### src/rtl/cdb_arbiter.sv
// rtl/cdb_arbiter.sv - five-source CDB arbiter with per-source holding FIFOs and a registered broadcast
// Define CDB_STARVE_GUARD_EN to build the wait counters and starved-first grant.
module cdb_arbiter #(
  parameter int XLEN         = 32,
  parameter int TAG_W        = 4,
  parameter int FIFO_DEPTH   = 2,
  parameter int STARVE_LIMIT = 8
) (
  input  logic                clk,
  input  logic                rst_n,
  input  logic                flush,
  input  logic [4:0]          src_valid,
  output logic [4:0]          src_ready,
  input  logic [5*XLEN-1:0]   src_result,
  input  logic [5*TAG_W-1:0]  src_tag,
  output logic                cdb_valid,
  output logic [XLEN-1:0]     cdb_result,
  output logic [7:0]          cdb_tag,
  output logic [14:0]         fifo_count
);

  localparam int NSRC  = 5;
  localparam int PTR_W = $clog2(FIFO_DEPTH);
  localparam int CNT_W = $clog2(FIFO_DEPTH + 1);
  localparam logic [CNT_W-1:0] DEPTH_C = CNT_W'(FIFO_DEPTH);

  logic [CNT_W-1:0] count_q [NSRC];
  logic [CNT_W-1:0] count_d [NSRC];
  logic [PTR_W-1:0] wptr_q  [NSRC];
  logic [PTR_W-1:0] wptr_d  [NSRC];
  logic [PTR_W-1:0] rptr_q  [NSRC];
  logic [PTR_W-1:0] rptr_d  [NSRC];

  logic [XLEN-1:0]  mem_result_q [NSRC][FIFO_DEPTH];
  logic [3:0]       mem_tag_q    [NSRC][FIFO_DEPTH];

  logic [NSRC-1:0]  push;
  logic [NSRC-1:0]  nonempty;
  logic [NSRC-1:0]  starved;
  logic [NSRC-1:0]  grant;
  logic [2:0]       gnt_id;
  logic             gnt_any;

  logic             cdb_valid_q, cdb_valid_d;
  logic [XLEN-1:0]  cdb_result_q, cdb_result_d;
  logic [7:0]       cdb_tag_q, cdb_tag_d;

`ifdef CDB_STARVE_GUARD_EN
  localparam logic [7:0] LIMIT = 8'(STARVE_LIMIT);
  logic [7:0] wait_cnt_q [NSRC];
  logic [7:0] wait_cnt_d [NSRC];
`endif

  // Ready depends only on occupancy and flush so producers never see a loop through src_valid.
  always_comb begin
    fifo_count = '0;
    for (int i = 0; i < NSRC; i++) begin
      nonempty[i]   = (count_q[i] != '0);
      src_ready[i]  = (count_q[i] < DEPTH_C) && !flush;
      push[i]       = src_valid[i] && src_ready[i];
      fifo_count[i*3 +: 3] = 3'(count_q[i]);
`ifdef CDB_STARVE_GUARD_EN
      starved[i]    = (wait_cnt_q[i] == LIMIT);
`else
      starved[i]    = 1'b0;
`endif
    end
  end

  // Descending scans let the lowest index overwrite; the starved pass overrides the plain pass.
  always_comb begin
    gnt_id  = '0;
    gnt_any = |nonempty;
    for (int i = NSRC - 1; i >= 0; i--) begin
      if (nonempty[i]) gnt_id = 3'(i);
    end
    for (int i = NSRC - 1; i >= 0; i--) begin
      if (nonempty[i] && starved[i]) gnt_id = 3'(i);
    end
    grant = gnt_any ? (5'b00001 << gnt_id) : '0;
  end

  always_comb begin
    cdb_valid_d  = 1'b0;
    cdb_result_d = cdb_result_q;
    cdb_tag_d    = cdb_tag_q;
    for (int i = 0; i < NSRC; i++) begin
      count_d[i] = count_q[i];
      wptr_d[i]  = wptr_q[i];
      rptr_d[i]  = rptr_q[i];
`ifdef CDB_STARVE_GUARD_EN
      wait_cnt_d[i] = wait_cnt_q[i];
`endif
    end

    if (flush) begin
      for (int i = 0; i < NSRC; i++) begin
        count_d[i] = '0;
        wptr_d[i]  = '0;
        rptr_d[i]  = '0;
`ifdef CDB_STARVE_GUARD_EN
        wait_cnt_d[i] = '0;
`endif
      end
    end else begin
      if (gnt_any) begin
        cdb_valid_d  = 1'b1;
        cdb_result_d = mem_result_q[gnt_id][rptr_q[gnt_id]];
        cdb_tag_d    = {1'b0, gnt_id, mem_tag_q[gnt_id][rptr_q[gnt_id]]};
      end
      for (int i = 0; i < NSRC; i++) begin
        count_d[i] = count_q[i] + CNT_W'(push[i]) - CNT_W'(grant[i]);
        if (push[i])  wptr_d[i] = wptr_q[i] + PTR_W'(1);
        if (grant[i]) rptr_d[i] = rptr_q[i] + PTR_W'(1);
`ifdef CDB_STARVE_GUARD_EN
        if (!nonempty[i] || grant[i]) begin
          wait_cnt_d[i] = '0;
        end else if (wait_cnt_q[i] < LIMIT) begin
          wait_cnt_d[i] = wait_cnt_q[i] + 8'd1;
        end
`endif
      end
    end
  end

  // Entry storage needs no reset: occupancy and pointers alone decide what is valid.
  always_ff @(posedge clk) begin
    for (int i = 0; i < NSRC; i++) begin
      if (push[i]) begin
        mem_result_q[i][wptr_q[i]] <= src_result[i*XLEN +: XLEN];
        mem_tag_q[i][wptr_q[i]]    <= 4'(src_tag[i*TAG_W +: TAG_W]);
      end
    end
  end

  always_ff @(posedge clk or negedge rst_n) begin
    if (!rst_n) begin
      cdb_valid_q  <= 1'b0;
      cdb_result_q <= '0;
      cdb_tag_q    <= '0;
      for (int i = 0; i < NSRC; i++) begin
        count_q[i] <= '0;
        wptr_q[i]  <= '0;
        rptr_q[i]  <= '0;
`ifdef CDB_STARVE_GUARD_EN
        wait_cnt_q[i] <= '0;
`endif
      end
    end else begin
      cdb_valid_q  <= cdb_valid_d;
      cdb_result_q <= cdb_result_d;
      cdb_tag_q    <= cdb_tag_d;
      for (int i = 0; i < NSRC; i++) begin
        count_q[i] <= count_d[i];
        wptr_q[i]  <= wptr_d[i];
        rptr_q[i]  <= rptr_d[i];
`ifdef CDB_STARVE_GUARD_EN
        wait_cnt_q[i] <= wait_cnt_d[i];
`endif
      end
    end
  end

  assign cdb_valid  = cdb_valid_q;
  assign cdb_result = cdb_result_q;
  assign cdb_tag    = cdb_tag_q;

endmodule

### config.mk
export PLATFORM = sky130hd
export DESIGN_NAME = cdb_arbiter
export DESIGN_NICKNAME = d
export VERILOG_FILES = /design/src/rtl/cdb_arbiter.sv
export SDC_FILE = /design/constraint.sdc
export NUM_CORES = 1
export LEC_CHECK = 0
export BUFFER_PORTS_ARGS = -buffer_cell sky130_fd_sc_hd__buf_2
export CORE_ASPECT_RATIO = 0.75
export CORE_MARGIN = 2
export CORE_UTILIZATION = 40
export CTS_BUF_LIST = sky130_fd_sc_hd__clkbuf_4
export DETAILED_ROUTE_END_ITERATION = 6
export HOLD_SLACK_MARGIN = 0.15
export PLACE_DENSITY_LB_ADDON = 0.2
export SLEW_MARGIN = 25
export SYNTH_ARGS = -nofsm -noshare
export SYNTH_HDL_FRONTEND = slang
export SYNTH_SLANG_ARGS = --single-unit
### constraint.sdc
create_clock -name clk -period 4.05 [get_ports clk]
set_input_delay 1.215 -clock clk [delete_from_list [all_inputs] [get_ports clk]]
set_output_delay 1.215 -clock clk [all_outputs]
set_load 0.02 [all_outputs]
* Yosys cells after proc, flatten, opt, wreduce, memory -nomap -nowiden *
Memories as Yosys holds them, arrays and structs flattened.
Index checks and enable logic that the tools add are counted.

cells by class
  $add $sub $neg = 20
  magnitude comparators = 17
  shift-type cells = 1
  multiplexer cells = 65
  bitwise logic cells = 8
  reductions and logical operators = 33

operators with widths
  operator             number
  $mux 64              5
  $mux 32              8
  $demux 32 s1         5
  $mux 8               5
  $mux 4               8
  $reduce_bool 2->1    15
  $demux 4 s1          5
  $mux 1               19
  $logic_and 1x1->1    15
  $mux 3               5
  $mux 5               3
  $ge 2x2->1 const B   6
  $not 1->2            6
  $add 1x1->1 const B  10
  $add 2x1->2          5
  $lt 2x1->1 const B   5
  $lt 2x2->1 const B   5
  $mux 10              1
  $sub 2x1->2          5
  $reduce_or 5->1      1
  $shl 1x3->5 const A  1
  $ge 4x4->1 const B   1
  $not 3->4            1
  $bmux 1 s3           1
  3 further kinds      3

word-level totals
  register bits = 60
  bits in writable memories = 360
  word-level logic and storage cells = 164
  memories = 2

memories
  memory        words  bits a word  read ports  clocked after memory_dff  write ports  line  text
  mem_result_q  5      64           1           0                         5            34    logic [XLEN-1:0] mem_result_q [NSRC][FIFO_DEPTH];
  mem_tag_q     5      8            1           0                         5            35    logic [3:0] mem_tag_q [NSRC][FIFO_DEPTH];

* Depth between registers and ports, before layout *
Gate-level depths: netlist of the first run.

  depth in word-level cells = 14
  depth in mapped cells = 12
  depth with buffers taken out = 9

* Worst setup path before layout of the first run *
Ideal clock, no wire load.

  path kind = input to register
  from = input port flush
  to = memory mem_result_q[4][32] in the netlist's numbering, enable pin
  library setup time = 0.429 ns
  arrival = 3.436 ns
  setup slack = 0.185 ns
  cell stages on the path = 4
  path through = clkbuf_1 -> nor2_1 -> nand2_1 -> nor2_1

RTL lines
  what                line  text
  start: declaration  11    input logic flush,
  end: declaration    34

* Worst setup path after layout of the first run *
  from = input port flush
  to = output port src_ready[1]

between the ends
  word-level cells in the longest chain between the ends = 2

ends and longest elaborated chain
  what               line  text
  $logic_not 1->1    59    src_ready[i] = (count_q[i] < DEPTH_C) && !flush;
  $logic_and 1x1->1  59
  end: declaration   13    output logic [4:0] src_ready,

Every way passes these cells.

==> results.cfg, run 1 <==
[logic_synthesis]
synth_top_family_by_area = compound AO/OA/AOI/OAI gates
synth_cell_type_count = 49
ys.warnings.count = 0
syn_avg_cell_area_sq_um = 16.1
ys_ff_latch = 420
synthXorXnorAreaFrac = 0.0111
synthSimpleGateAreaFrac = 0.0506
synth_flop_cell = edfxtp_1
synth-adder-area-share = 0.00792
synth-edff-count = 360
syn-instance-count = 980
async_flop_share = 0.143
synth.area.mux_share = 0
synth_compound_area_frac = 0.126
syn_area_sq_um = 15800
synth-seq-area-share = 0.779

[sta]
rsz0062_at_grt = no
setup_tns_ns = 0
worstMarginPinSlew_ns = 0.918
fmax_mhz = 310
max-slew-margin-rel = 0.388
final_hold_viol_count = 0
skew_ns = 0.0548
fin_crit_sh = 0.795
fin_crit_ns = 3.22
slew_viol_final = 0
setup_viol = 0
whs_ns = 0.492

[global_route]
grt_pass1_vias = 10600
grt_pass1_wl_microns = 68200
grt_usage = 0.232
grt_overflow = 0
grt_max_degree = 102
antenna_found_initial = 9

[setup_path]
cp_max_fo = 29
crit_buf_inv = 2
crit_chain = buf_2, nor2_1, buf_2
path_common_cell = buf_2
slowest_delay_ns = 0.44
cp.arrival_ns = 2.01
cp_top_family = buffers and inverters
worst-setup-path-type = input port to primary output
slowest_stage = buf_2
cp-end-kind = primary output
worstSetupStartpointType = input port
cp.required_ns = 2.83

[power]
peakVddDrop_uv = 372
clock_power_share = 0.245
pwr-share-seq = 0.409
cell_internal_pwr_mw = 8.64
p_sw_frac = 0.377
power_density_nw_per_um2 = 727
pwr-share-comb = 0.346
p_sw_mw = 5.23
cellLeakagePower_nw = 7.21

[place]
post-dp-hpwl_microns = 29500
io_buffers = 242
place_area_sq_um = 17800
gp_congestion = 0.760
dp_cells = 1706

[clocking]
cts.sinks = 420
h-tree-depth = 3
insertion_delay_ns = 0.80
numCtsBuffers = 105
cts.clk_slew.worst_paths_ns = 0.06
cts_post_setup_buffers_inserted = 0
post_cts_resized = 0
cts_tree = done
cts_root_buf = clkbuf_4
clock_path_buffers = 3
ctsHoldBuffers = 0

[drt]
routedWlPerCell_microns = 25.1
totalWireLength_microns = 47600
via_per_inst = 5.47
vias = 10400
drt_first_iter_violations = 1209
detail-route-antenna-nets = 0
drt_pre_antenna_iters = 7
route.detailed.drc = 0

[final_layout]
final_util = 0.486
fin_area_sq_um = 19100
syn2layout_area_growth_pct = 20.7
stdcell_count = 1899
drive_above_1_share = 0.339
nets = 1491

[floorplan]
core_area_sq_um = 39300
io_pins = 249
fp-row-count = 63
fp.dieW_microns = 234
start_util = 0.403
die_h_microns = 176
die_area_sq_um = 41100

[run_status]
status = complete, no violations

[flow_run]
maxCapViolations = 0

[worst_hold_path]
hold_path.class = register to register
[synthesized netlist by cell type (2+ instances only)]
cell,n,area share
xnor2_1,15,0.0083
and3_1,5,0.0020
a22o_1,2,0.0011
nor2_1,33,0.0078
nor4_1,2,0.00079
a222oi_1,65,0.041
clkbuf_1,34,0.0081
edfxtp_1,360,0.68
dfrtp_1,60,0.095
buf_2,24,0.0076
o2111ai_1,35,0.019
nor2b_1,10,0.0040
ha_1,10,0.0079
nand3_1,35,0.011
xor2_1,5,0.0028
o21ai_0,66,0.021
inv_1,8,0.0019
or2_2,2,0.00079
buf_4,6,0.0029
buf_6,4,0.0029
buf_1,5,0.0012
nand2_1,79,0.019
o211ai_1,34,0.016
and2_1,2,0.00079
a32oi_1,6,0.0033
a21oi_1,44,0.014
a22oi_1,7,0.0033
[power by group through the flow]
stage / Combinational, mW / Sequential (mW) / Clock, mW
CTS: 4.83 / 5.68 / 3.50
finish: 4.79 / 5.67 / 3.40
global route: 5.25 / 5.72 / 3.72
global placement: 4.74 / 5.76 / 0
detailed placement: 4.82 / 5.76 / 0
floorplan: 2.77 / 5.92 / 0
[cells in the final DEF, fill, tap and decap left out, drive strengths merged, types with 10 or more instances in the layout]
| master | count |
|---|---|
| clkbuf | 150 |
| nand2 | 80 |
| ha | 10 |
| inv | 12 |
| o211ai | 34 |
| o21ai | 68 |
| edfxtp | 360 |
| xnor2 | 15 |
| clkinv | 34 |
| dfrtp | 60 |
| a21oi | 44 |
| o2111ai | 35 |
| nor2 | 33 |
| buf | 274 |
| a222oi | 65 |
| nand3 | 36 |
| nor2b | 10 |
[kinds of logic after synthesis]
kind of cell,after synthesis
buffers and inverters,83
AND/OR/NAND/NOR,176
other,1
XOR/XNOR,20
AO/OA/AOI/OAI,270
flip-flops,420
adder cells (fa/ha/maj),10
[state kept, by name, indices dropped and copies added, names as in the netlist]
name,flops
cdb_result,32
cdb_tag,7
cdb_valid,1
fifo_count,10
mem_result_q,320
mem_tag_q,40
rptr_q,5
wptr_q,5
[tightest hold or removal path: cells and delay by family, from the launching register on]
family,cells,cell delay [ns]
flops,1,0.35
simple gates,2,0.10
[metrics by stage]
stage | setup WS, ns | total power, mW
final | 0.829 | 13.9
after global routing | 0.658 | 14.7
after CTS | 0.826 | 14.0
after detailed placement | 0.840 | 10.6
after global placement | 0.851 | 10.5
after floorplan | 0.185 | 8.69
[final cells by class]
type	instances	area (sq um)
multi-input combinational	482	3180
tap	520	651
clock inverter	37	159
clock buffer	150	1130
sequential	420	12300
inverter	10	42.5
fill	3544	20200
timing repair buffer	274	1580
antenna	6	15.0
[worst paths after layout]
| path | startpoint | end | slack (ns) | cells past startpoint |
|---|---|---|---|---|
| max | flush | src_ready[1] | 0.83 | 3 |
| min | cdb_tag[4]$_DFFE_PN0P_ | cdb_tag[4]$_DFFE_PN0P_ | 0.49 | 2 |
| max reg2reg | fifo_count[4]$_DFF_PN0_ | cdb_result[16]$_DFFE_PN0P_ | 0.96 | 7 |
| min reg2reg | cdb_tag[4]$_DFFE_PN0P_ | cdb_tag[4]$_DFFE_PN0P_ | 0.49 | 2 |
| max in group asynchronous | rst_n | cdb_result[16]$_DFFE_PN0P_ | 2.85 | 1 |
| min in group asynchronous | rst_n | cdb_result[13]$_DFFE_PN0P_ | 0.55 | 1 |
[layer usage]
| layer | GRT usage | wire length [microns] | vias up |
|---|---|---|---|
| li1 | - | - | 4634 |
| met1 | 0.316 | 19800 | 5180 |
| met2 | 0.371 | 22700 | 491 |
| met3 | 0.0578 | 4110 | 79 |
| met4 | 0.0688 | 959 | 6 |
| met5 | 0 | 49 | - |
(Power assumes the default switching activity.)
==> inputs of run 2 (changes only) <==
==> constraint.sdc (replaced) <==
create_clock -name clk -period 2.6 [get_ports clk]
set_input_delay 0.78 -clock clk [delete_from_list [all_inputs] [get_ports clk]]
set_output_delay 0.78 -clock clk [all_outputs]
set_load 0.02 [all_outputs]
==> run 2 against run 1 <==
Compared with the run above:
- the flow now finishes with violations (DRC)
- sequential power increased by 56%
- via count increased by 7.6%
- sequential share of layout area decreased by 6.3 points
- hold slack got worse by 0.27 ns
- clock power increased by 66%
- largest power group unchanged
- highest routed layer unchanged
==> results.cfg, run 2 (synthesis results as in run 1) <==
[run_status]
status = complete, but fails checks
violations = DRC

[final_layout]
nets = 1680
syn2layout_area_growth_pct = 33.8
stdcell_count = 2095
drive_above_1_share = 0.315
final_cell_mix = edfxtp_1, buf_2, dlygate4sd3_1
largest_reg_flops = 320
fin_area_sq_um = 21100
final_common_cell = edfxtp_1

[global_route]
antenna_found_initial = 5
grt_pass1_vias = 11300
grt_overflow = 0
grt_usage = 0.237
grt_max_degree = 62
grt_pass1_wl_microns = 70400

[setup_path]
rr_endpoint = cdb_result[23]$_DFFE_PN0P_
r2r.worst_path.cells = 9
cp.arrival_ns = 3.27
cp.required_ns = 3.32
worst-setup-path-type = register to register
cp-end-kind = register
r2r_start = fifo_count[4]$_DFF_PN0_
cp_max_fo = 25
rrSetupSlack_ns = 0.05
worstSetupStartpointType = register

[flow_run]
maxCapViolations = 0

[drt]
drt_first_iter_violations = 1079
via_per_inst = 5.34
vias = 11200
routedWlPerCell_microns = 23.2
totalWireLength_microns = 48700
drt_pre_antenna_iters = 7
detail-route-antenna-nets = 0
route.detailed.drc = 1

[sta]
fmax_mhz = 392
slew_viol_final = 0
setup_viol = 0
whs_ns = 0.219
worstMarginPinSlew_ns = 0.929
fin_crit_ns = 2.55
final_hold_viol_count = 0
skew_ns = 0.0523
max-slew-margin-rel = 0.381
fin_crit_sh = 0.981
setup_tns_ns = 0
rsz0062_at_grt = yes

[clocking]
h-tree-depth = 3
numCtsBuffers = 103
clock_path_buffers = 3
cts.sinks = 420
insertion_delay_ns = 0.84
cts_tree = done
cts_root_buf = clkbuf_4
cts.clk_slew.worst_paths_ns = 0.08

[floorplan]
start_util = 0.403
fp.dieW_microns = 234
die_h_microns = 176
die_area_sq_um = 41100
fp-row-count = 63
core_area_sq_um = 39300
io_pins = 249

[place]
io_buffers = 242
place_area_sq_um = 18000
post-dp-hpwl_microns = 28500
dp_cells = 1725
gp_congestion = 0.807

[power]
power_density_nw_per_um2 = 1070
peakVddDrop_uv = 620
cellLeakagePower_nw = 8.08

[worst_hold_path]
min_from = src_result[132]
hold_path.class = input port to register
holdPathStages = 1
hold_end = mem_result_q[4][4]$_DFFE_PP_
==> run 2: worst max-delay path, cell delays in order (launching register included) <==
cell       delay, ns
dfrtp_1         0.39
buf_4           0.14
or4_4           0.54
nor3_2          0.41
buf_12          0.26
buf_12          0.19
a222oi_1        0.11
nand3_1         0.13
o2111ai_1       0.12
o211ai_1        0.13
==> run 2: where the power goes <==
| part | total [mW] | switching [mW] | leakage (nW) | internal, mW |
|---|---|---|---|---|
| clock network | 5.64 | 2.64 | 0.814 | 3.00 |
| registers | 8.82 | 0.491 | 4.06 | 8.33 |
| logic | 8.08 | 5.07 | 3.21 | 3.01 |
==> run 2: worst max-delay path by stage <==
stage | endpoint | startpoint
finish | cdb_result[23]$_DFFE_PN0P_ | fifo_count[4]$_DFF_PN0_
global route | src_ready[1] | fifo_count[4]$_DFF_PN0_
CTS | src_ready[3] | fifo_count[10]$_DFF_PN0_
detailed placement | cdb_result[3]$_DFFE_PN0P_ | fifo_count[3]$_DFF_PN0_
global placement | cdb_result[3]$_DFFE_PN0P_ | fifo_count[3]$_DFF_PN0_
floorplan | fifo_count[10]$_DFF_PN0_ | fifo_count[4]$_DFF_PN0_
==> run 2: timing repair <==
action                                  in CTS  in global routing
gates resized for setup                      2                  4
gates cloned                                 0                  0
buffers inserted                             0                  1
endpoints found under the setup margin       1                  5
endpoints found under the hold margin      387                  6
hold buffers                               168                  3
==> run 2: layout make-up <==
| cell class | count | area (sq um) |
|---|---|---|
| well taps | 520 | 651 |
| repair buffers | 465 | 3530 |
| clock inverters | 25 | 158 |
| clock buffers | 161 | 1210 |
| flip-flops and latches | 420 | 12300 |
| fillers | 3357 | 18100 |
| diodes | 12 | 30.0 |
| inverters | 10 | 42.5 |
| multi-input cells | 482 | 3200 |
==> run 2: routing by layer <==
metal / vias to the layer above / routed length [microns] / GRT usage
met2: 531 / 23700 / 0.389
met1: 5526 / 20200 / 0.318
met5: - / 13 / 0
met4: 2 / 913 / 0.0686
li1: 5040 / - / -
met3: 84 / 3870 / 0.0539
==> run 2: through the flow <==
step	total power [mW]	worst slack, ns	util
after floorplan	13.5	0.0144	-
after global placement	16.7	0.176	0.458
after detailed placement	16.9	0.156	0.458
after CTS	22.8	0.00838	0.536
after global routing	23.9	-0.0382	0.538
final	22.5	0.0490	0.538
